**config.mk**
```make
export PLATFORM = sky130hd
export DESIGN_NAME = operand_stage
export DESIGN_NICKNAME = d
export VERILOG_FILES = /design/src/rtl/operand_stage.sv
export SDC_FILE = /design/constraint.sdc
export NUM_CORES = 2
export LEC_CHECK = 0
export CORE_AREA = 2 2 374 562
export CTS_BUF_LIST = sky130_fd_sc_hd__clkbuf_4
export DETAILED_ROUTE_END_ITERATION = 16
export DIE_AREA = 0 0 376 564
export GPL_TIMING_DRIVEN = 0
export PLACE_DENSITY = 0.48
export SETUP_SLACK_MARGIN = 0.02
export SKIP_LAST_GASP = 1
export SLEW_MARGIN = 20
export SYNTH_ARGS = -nofsm -noshare
export SYNTH_HDL_FRONTEND = slang
export SYNTH_SLANG_ARGS = --single-unit
```
**constraint.sdc**
```tcl
create_clock -name clk_i -period 50.1 [get_ports clk_i]
set_input_delay 12.525 -clock clk_i [delete_from_list [all_inputs] [get_ports clk_i]]
set_output_delay 12.525 -clock clk_i [all_outputs]
set_load 0.05 [all_outputs]
```
**src/rtl/operand_stage.sv**
```systemverilog
// RV32 decode/operand stage: register file, RAW/WAW scoreboard and a registered
// operand bundle for execute. Define OPSTAGE_BYPASS_EN for same-cycle writeback forwarding.
module operand_stage #(
   parameter int SIZE = 32
) (
   input  logic            clk_i,
   input  logic            rst_i,
   input  logic            instr_valid_i,
   output logic            instr_ready_o,
   input  logic [31:0]     instr_i,
   input  logic [SIZE-1:0] pc_i,
   output logic            out_valid_o,
   input  logic            out_ready_i,
   output logic [SIZE-1:0] alu_in1_o,
   output logic [SIZE-1:0] alu_in2_o,
   output logic            alu_en_o,
   output logic [3:0]      alu_select_o,
   output logic            br_en_o,
   output logic [2:0]      br_select_o,
   output logic [SIZE-1:0] br_target_o,
   output logic [4:0]      rd_out_o,
   output logic            illegal_o,
   input  logic            wb_valid_i,
   input  logic [4:0]      wb_rd_i,
   input  logic [SIZE-1:0] wb_data_i
);
   localparam logic [6:0] OP_R = 7'b0110011;
   localparam logic [6:0] OP_I = 7'b0010011;
   localparam logic [6:0] OP_B = 7'b1100011;

   typedef struct packed {
      logic            valid;
      logic [SIZE-1:0] in1;
      logic [SIZE-1:0] in2;
      logic            alu_en;
      logic [3:0]      alu_sel;
      logic            br_en;
      logic [2:0]      br_sel;
      logic [SIZE-1:0] target;
      logic [4:0]      rd;
      logic            illegal;
   } bundle_t;

   logic [6:0] opcode, funct7;
   logic [2:0] funct3;
   logic [4:0] rs1, rs2, rd;

   assign opcode = instr_i[6:0];
   assign rd     = instr_i[11:7];
   assign funct3 = instr_i[14:12];
   assign rs1    = instr_i[19:15];
   assign rs2    = instr_i[24:20];
   assign funct7 = instr_i[31:25];

   logic [SIZE-1:0] imm_i, imm_b;
   assign imm_i = {{(SIZE-12){instr_i[31]}}, instr_i[31:20]};
   assign imm_b = {{(SIZE-13){instr_i[31]}}, instr_i[31], instr_i[7], instr_i[30:25],
                   instr_i[11:8], 1'b0};

   // ---------------- decode ----------------
   logic       is_alu, is_br, use_rs1, use_rs2;
   logic [3:0] alu_sel;
   logic [2:0] br_sel;

   always_comb begin
      is_alu  = 1'b0;
      is_br   = 1'b0;
      use_rs2 = 1'b0;
      alu_sel = 4'd0;
      br_sel  = 3'd0;
      case (opcode)
         OP_R: begin
            is_alu  = 1'b1;
            use_rs2 = 1'b1;
            if      (funct7 == 7'b0000000 && funct3 == 3'b000) alu_sel = 4'd0;
            else if (funct7 == 7'b0100000 && funct3 == 3'b000) alu_sel = 4'd1;
            else if (funct7 == 7'b0000000 && funct3 == 3'b111) alu_sel = 4'd2;
            else if (funct7 == 7'b0000000 && funct3 == 3'b110) alu_sel = 4'd3;
            else begin
               is_alu  = 1'b0;
               use_rs2 = 1'b0;
            end
         end
         OP_I: begin
            is_alu = 1'b1;
            case (funct3)
               3'b000:  alu_sel = 4'd0;
               3'b111:  alu_sel = 4'd2;
               3'b110:  alu_sel = 4'd3;
               default: is_alu  = 1'b0;
            endcase
         end
         OP_B: begin
            // Branch_control compares unsigned only, so BLT/BGE stay illegal
            is_br   = 1'b1;
            use_rs2 = 1'b1;
            case (funct3)
               3'b000:  br_sel = 3'd0;
               3'b001:  br_sel = 3'd1;
               3'b110:  br_sel = 3'd3;
               3'b111:  br_sel = 3'd4;
               default: begin
                  is_br   = 1'b0;
                  use_rs2 = 1'b0;
               end
            endcase
         end
         default: ;
      endcase
   end

   assign use_rs1 = is_alu | is_br;

   // ---------------- register file ----------------
   logic [SIZE-1:0] regs_q [32];

   always_ff @(posedge clk_i or posedge rst_i) begin
      if (rst_i) begin
         for (int i = 0; i < 32; i++) regs_q[i] <= '0;
      end else if (wb_valid_i && wb_rd_i != 5'd0) begin
         regs_q[wb_rd_i] <= wb_data_i;
      end
   end

   logic [SIZE-1:0] src1, src2;
   logic            byp1, byp2;

   always_comb begin
      src1 = (rs1 == 5'd0) ? '0 : regs_q[rs1];
      src2 = (rs2 == 5'd0) ? '0 : regs_q[rs2];
`ifdef OPSTAGE_BYPASS_EN
      byp1 = wb_valid_i && rs1 != 5'd0 && wb_rd_i == rs1;
      byp2 = wb_valid_i && rs2 != 5'd0 && wb_rd_i == rs2;
`else
      byp1 = 1'b0;
      byp2 = 1'b0;
`endif
      if (byp1) src1 = wb_data_i;
      if (byp2) src2 = wb_data_i;
   end

   // ---------------- scoreboard / handshake ----------------
   logic [31:0] pending_q, pending_d;
   bundle_t     bun_q, bun_d;
   logic        hazard, accept;

   // WAW is not relieved by a same-cycle writeback; this keeps set and clear
   // of one pending bit from ever coinciding.
   assign hazard = (use_rs1 && rs1 != 5'd0 && pending_q[rs1] && !byp1) ||
                   (use_rs2 && rs2 != 5'd0 && pending_q[rs2] && !byp2) ||
                   (is_alu && rd != 5'd0 && pending_q[rd]);

   assign instr_ready_o = (!bun_q.valid || out_ready_i) && !hazard;
   assign accept        = instr_valid_i && instr_ready_o;

   always_comb begin
      bun_d     = bun_q;
      pending_d = pending_q;
      if (accept) begin
         bun_d.valid   = 1'b1;
         bun_d.in1     = src1;
         bun_d.in2     = (opcode == OP_I) ? imm_i : src2;
         bun_d.alu_en  = is_alu;
         bun_d.alu_sel = alu_sel;
         bun_d.br_en   = is_br;
         bun_d.br_sel  = br_sel;
         bun_d.target  = pc_i + imm_b;
         bun_d.rd      = is_alu ? rd : 5'd0;
         bun_d.illegal = !(is_alu || is_br);
      end else if (out_ready_i) begin
         bun_d.valid = 1'b0;
      end
      if (wb_valid_i && wb_rd_i != 5'd0) pending_d[wb_rd_i] = 1'b0;
      if (accept && is_alu && rd != 5'd0) pending_d[rd] = 1'b1;
   end

   always_ff @(posedge clk_i or posedge rst_i) begin
      if (rst_i) begin
         bun_q     <= '0;
         pending_q <= '0;
      end else begin
         bun_q     <= bun_d;
         pending_q <= pending_d;
      end
   end

   assign out_valid_o  = bun_q.valid;
   assign alu_in1_o    = bun_q.in1;
   assign alu_in2_o    = bun_q.in2;
   assign alu_en_o     = bun_q.alu_en;
   assign alu_select_o = bun_q.alu_sel;
   assign br_en_o      = bun_q.br_en;
   assign br_select_o  = bun_q.br_sel;
   assign br_target_o  = bun_q.target;
   assign rd_out_o     = bun_q.rd;
   assign illegal_o    = bun_q.illegal;
endmodule

```
== Word level (Yosys, flattened, before mapping) ==
Index checks and enable logic that the tools add are counted.

* Register bits after elaboration: 1168
* Logic and storage cells: 148

* Add/sub/neg operators: 1
* Magnitude comparators: 10
* Equal/unequal tests: 7
* Muxes and demuxes: 44
* Bitwise gates (word level): 7
* Reduce and logical (&&, ||, !) cells: 36

{| class="wikitable"
|+ Operators by type and width
! kind !! count
|-
| $bwmux 1024 || 1
|-
| $bmux 32 s5 || 2
|-
| $mux 32 || 10
|-
| $demux 32 s5 || 1
|-
| $add 32x32->32 || 1
|-
| $and 32x32->32 || 1
|-
| $not 32->32 || 1
|-
| $or 32x32->32 || 1
|-
| $lt 5x6->1 const B || 4
|-
| $reduce_bool 5->1 || 4
|-
| $ge 6x6->1 const B || 3
|-
| $logic_and 1x1->1 || 18
|-
| $not 5->6 || 3
|-
| $bmux 1 s5 || 3
|-
| $eq 7x6->1 const B || 2
|-
| $mux 1 || 14
|-
| $demux 1 s5 || 2
|-
| $ge 5x1->1 const B || 2
|-
| $logic_not 5->1 || 2
|-
| $pmux 3 s3 || 1
|-
| $mux 2 || 4
|-
| $pmux 2 s2 || 2
|-
| $eq 7x5->1 const B || 1
|-
| $eq 7x7->1 const B || 1
|-
| 14 further kinds || 21
|}

== Depth between registers and ports, before layout ==
* Depth in word-level cells: 18
* Mapped depth: 13
* Mapped depth without buffers: 11

== Worst setup path after synthesis ==
OpenSTA, ideal clock, no wires.

* Path type: input port to output port
* Start: input port instr_i[16]
* End: output port instr_ready_o
* Arrival: 14.471 ns
* Required time: 37.575 ns
* Setup slack: 23.104 ns
* Stages: 8
* Buffers on the path: 2
* Path through: buf_2 > buf_6 > mux4_2 > mux2i_1 > o32ai_1 > o211ai_1 > nand2_1 > nor2_1

* Cells in the longest elaborated chain, start to end: 7
* Elaborated cells on any way between the ends: 9

{| class="wikitable"
|+ Ends and longest elaborated chain
! element !! RTL line !! text
|-
| start, declared || 10 || <nowiki>input logic [31:0] instr_i,</nowiki>
|-
| $bmux 1 s5 / $reduce_bool 5->1 (equally long branches) || 149 || <nowiki>assign hazard = (use_rs1 && rs1 != 5'd0 && pending_q[rs1] && !byp1) ||</nowiki>
|-
| $mux 1 (not written as such) / $logic_and 1x1->1 (equally long branches) || 149 ||
|-
| $logic_and 1x1->1 (*) || 149 ||
|-
| $logic_or 1x1->1 (*) || 149 ||
|-
| $logic_or 1x1->1 (*) || 150 || <nowiki>(use_rs2 && rs2 != 5'd0 && pending_q[rs2] && !byp2) ||</nowiki>
|-
| $logic_not 1->1 (*) || 153 || <nowiki>assign instr_ready_o = (!bun_q.valid || out_ready_i) && !hazard;</nowiki>
|-
| $logic_and 1x1->1 (*) || 153 ||
|-
| end, declared || 9 || <nowiki>output logic instr_ready_o,</nowiki>
|}

Every way passes the cells marked *; elsewhere a longest branch is shown, timed or not. The select of a mux whose other input is x is not followed.

== Worst setup path after layout ==
* Start: input port instr_i[7]
* End: output port instr_ready_o

* Cells in the longest elaborated chain, start to end: 6
* Elaborated cells on any way between the ends: 8

{| class="wikitable"
|+ Ends and longest elaborated chain
! element !! RTL line !! text
|-
| $bmux 1 s5 / $reduce_bool 5->1 (equally long branches) || 151 || <nowiki>(is_alu && rd != 5'd0 && pending_q[rd]);</nowiki>
|-
| $mux 1 (not written as such) / $logic_and 1x1->1 (equally long branches) || 151 ||
|-
| $logic_and 1x1->1 (*) || 151 ||
|-
| $logic_or 1x1->1 (*) || 150 ||
|-
| $logic_not 1->1 (*) || 153 ||
|-
| $logic_and 1x1->1 (*) || 153 ||
|}

Marked as above.

==> results.cfg <==
[sta]
relSlewSlack_pct = 14.47
rsz0062_at_grt = no
period_needed_ns = 28.39
tightestPinTransition_ns = 1.283
holdWs_ns = 0.4752
finalSetupTns_ns = 0
hold_violations = 0
finalSetupViolations = 0
clock-skew-final_ns = 0.09898
fin_crit_sh_pct = 56.67
fmax_ghz = 0.03522
slew_viol_final = 0

[synth]
synthCells = 4038
ys_seq_area_share_pct = 47.16
synthAdderAreaFrac_pct = 0.6390
yosysWarnings = 0
synthFlopType = dfrtp_1
postSynthAreaPerCell_um2 = 15.32
async_reset_ff_share_pct = 100.0
syn-cell-area_um2 = 61880
synth_compound_area_share_pct = 2.902
ys_ff_latch = 1166
synth_xor_area_share_pct = 0.2831
synthMuxAreaShare_pct = 43.55
synth_edf_count = 0
ys_types = 69
yosys.area_share.simple_pct = 2.437
synth_top_family_by_area = multiplexers

[grt]
grt_max_degree = 102
grt-ovfl-total = 0
grt_pass1_wl_um = 345800
antenna_found_initial = 17
grtUsageTotal_pct = 23.34
grt_pass1_vias = 44610

[finish]
synthToLayoutAreaGrowth_pct = 16.24
final_util_pct = 34.70
fin_nets = 4738
finalInstanceArea_um2 = 71920
drive_above_1_share_pct = 48.99

[setup_path]
cp-start-kind = input port
max_stage_delay_ns = 0.87
crit_type = in2out
cp_cell_sequence = clkdlybuf4s50_1 > mux4_2 > o22a_1 > o211a_1 > a41o_1 > nor2_1 > clkdlybuf4s50_1
crit_arrival_ns = 15.87
critPathTopFamily = buffers and inverters
crit_top_cell = clkdlybuf4s50_1
critical_path_required_ns = 37.58
end_kind = output port
slowest_stage = clkdlybuf4s50_1
cp.buffers_inverters = 2
critPathMaxFanout = 7

[flow_run]
maxCapViolCount = 0

[die]
fp.dieArea_um2 = 212100
fp.coreArea_um2 = 207200
start_util_pct = 29.86
boundaryPins = 219
rows = 205
die_y_um = 564
fp.dieW_um = 376

[cts]
clock_path_buffers = 4
cts_tree = done
clk_pin_slew_ns = 0.06
clockRootBuffer = clkbuf_4
htreeDepth = 5
numCtsBuffers = 335
cts_resized = 0
clk_latency_ns = 1.39
cts_setup_buffers = 0
ctsHoldBuffers = 0
clock_sinks = 1166

[placed_design]
placed_area_um2 = 67830
place_congestion = 0.8886
dp_hpwl_um = 177200
numPortBuffers = 206

[routing]
wl_per_cell_um = 32.81
drt_first_pass_iters = 5
via_per_inst = 5.541
final_antenna_net_count = 0
totalWireLength_um = 247100
num_vias = 41730
drc = 0
drt_iter0_drc = 2984

[min_path]
hold_path.class = reg2reg

[pwr]
p_total_mw = 2.904
powerDensity_nw_per_um2 = 40.37
leakagePower_nw = 30.43
ir_drop_mv = 0.03679

[run_status]
run_status = finished clean
==> cell type report <==
cell class	count	area (um^2)
diodes	16	40.04
clock buffers	504	3784
multi-input cells	2414	30840
fillers	20410	135300
well taps	2691	3367
inverters	26	105.1
repair buffers	225	2501
flip-flops and latches	1166	29180
clock inverters	55	266.5
plain buffers	433	1837
==> metal layers <==
layer	vias to the layer above	GRT usage (%)	share of wire (%)
met5	-	0	0.011
met4	6	15.93	7.8
met3	570	4.830	6.3
met2	1761	38.68	48
li1	16970	-	-
met1	22420	27.20	38
==> cell families (layout without fill, tap and decap cells) <==
logic type                 count (synthesis)  after routing
muxes                                   1747           1747
DFF                                     1166           1166
buffers and inverters                    459           1243
and+or+nand+nor                          322            322
AOI/OAI and AO/OA                        292            292
adders and majority gates                 31             31
xor gates and xnor gates                  20             20
other                                      1             18
==> placed cells by master (no fill, tap or decap), types with 8 or more instances in the layout <==
| cell | n |
|---|---|
| clkbuf_2 | 32 |
| buf_16 | 15 |
| clkdlybuf4s50_1 | 205 |
| dfrtp_1 | 1166 |
| nand2_1 | 149 |
| clkbuf_1 | 253 |
| mux2_2 | 1021 |
| a211oi_1 | 12 |
| clkinv_1 | 42 |
| a21oi_1 | 52 |
| nand3_1 | 25 |
| xnor2_1 | 12 |
| nand2b_1 | 9 |
| nor2b_1 | 16 |
| mux4_2 | 654 |
| xor2_1 | 8 |
| buf_4 | 9 |
| ha_1 | 30 |
| buf_2 | 100 |
| o22ai_1 | 9 |
| clkbuf_4 | 504 |
| o31ai_1 | 42 |
| mux2i_1 | 72 |
| o21ai_0 | 114 |
| diode_2 | 16 |
| buf_1 | 40 |
| a21o_1 | 18 |
| nor3_1 | 12 |
| inv_1 | 23 |
| nor2_1 | 58 |
| nand3b_1 | 8 |
==> worst paths after layout <==
| path | slack [ns] | cells past startpoint | endpoint | from |
|---|---|---|---|---|
| worst max-delay path | 21.71 | 7 | instr_ready_o | instr_i[7] |
| worst min register to register | 0.48 | 2 | alu_in1_o[4] | alu_in1_o[4] |
| min in group asynchronous | 11.69 | 3 | br_target_o[7] | rst_i |
| worst min-delay path | 0.48 | 2 | alu_in1_o[4] | alu_in1_o[4] |
| max in group asynchronous | 36.25 | 7 | regs_q[276] | rst_i |
| worst max register to register | 46.73 | 9 | alu_in1_o[26] | pending_q[28] |
==> tightest hold or removal path: stages (launching register included) <==
cell and delay, ns:
dfrtp_1 0.34, nand2_1 0.05, o31ai_1 0.05
==> where the power goes <==
| group | internal, mW | total (mW) | switching [mW] |
|---|---|---|---|
| sequential | 1.12 | 1.25 | 0.132 |
| clock | 0.465 | 0.901 | 0.436 |
| combinational | 0.379 | 0.749 | 0.371 |
| total | 1.96 | 2.90 | 0.939 |
==> sequential cells by signal (all words and copies together), names as in the netlist <==
register and flops:
regs_q 1024, alu_in1_o 32, alu_in2_o 32, br_target_o 32
pending_q 32, rd_out_o 5, br_select_o 3, alu_select_o 2
alu_en_o 1, br_en_o 1, illegal_o 1, out_valid_o 1
==> cells in the mapped netlist, drive strengths merged (2+ instances only) <==
cell	count	area [um^2]
xor2	8	70.07
or3	3	18.77
nor3	12	60.06
nor4b	3	26.28
dfrtp	1166	29180
nand4b	2	17.52
a21o	18	135.1
nand2	149	559.3
ha	30	375.4
mux4	654	14730
buf	148	705.7
nand3	25	125.1
clkbuf	285	1070
mux2	1021	11500
nor2b	16	100.1
o21bai	2	15.01
nor3b	8	60.06
and3	7	43.79
a21oi	52	260.3
o31ai	42	315.3
o21ai	118	590.6
nor4	3	18.77
o211a	2	20.02
nand4	6	37.54
o2111ai	2	17.52
and3b	3	26.28
xnor2	12	105.1
o22ai	12	93.84
o32ai	2	17.52
nand2b	9	56.30
o21a	4	30.03
mux2i	72	720.7
or4	3	22.52
a31oi	4	25.02
nor2	59	229.0
a22oi	5	37.54
o41ai	3	26.28
inv	25	93.84
and2	3	18.77
a211oi	12	90.09
nand3b	8	60.06
==> metrics by stage <==
step	worst slack (ns)	instances
3_5_place_dp	21.71	6955
6_report	21.71	7530
2_1_floorplan	4.732	4039
5_1_grt	21.63	7520
3_3_place_gp	-11.12	6936
4_1_cts	21.69	7514
No activity file was read; power rests on OpenSTA's default activity.
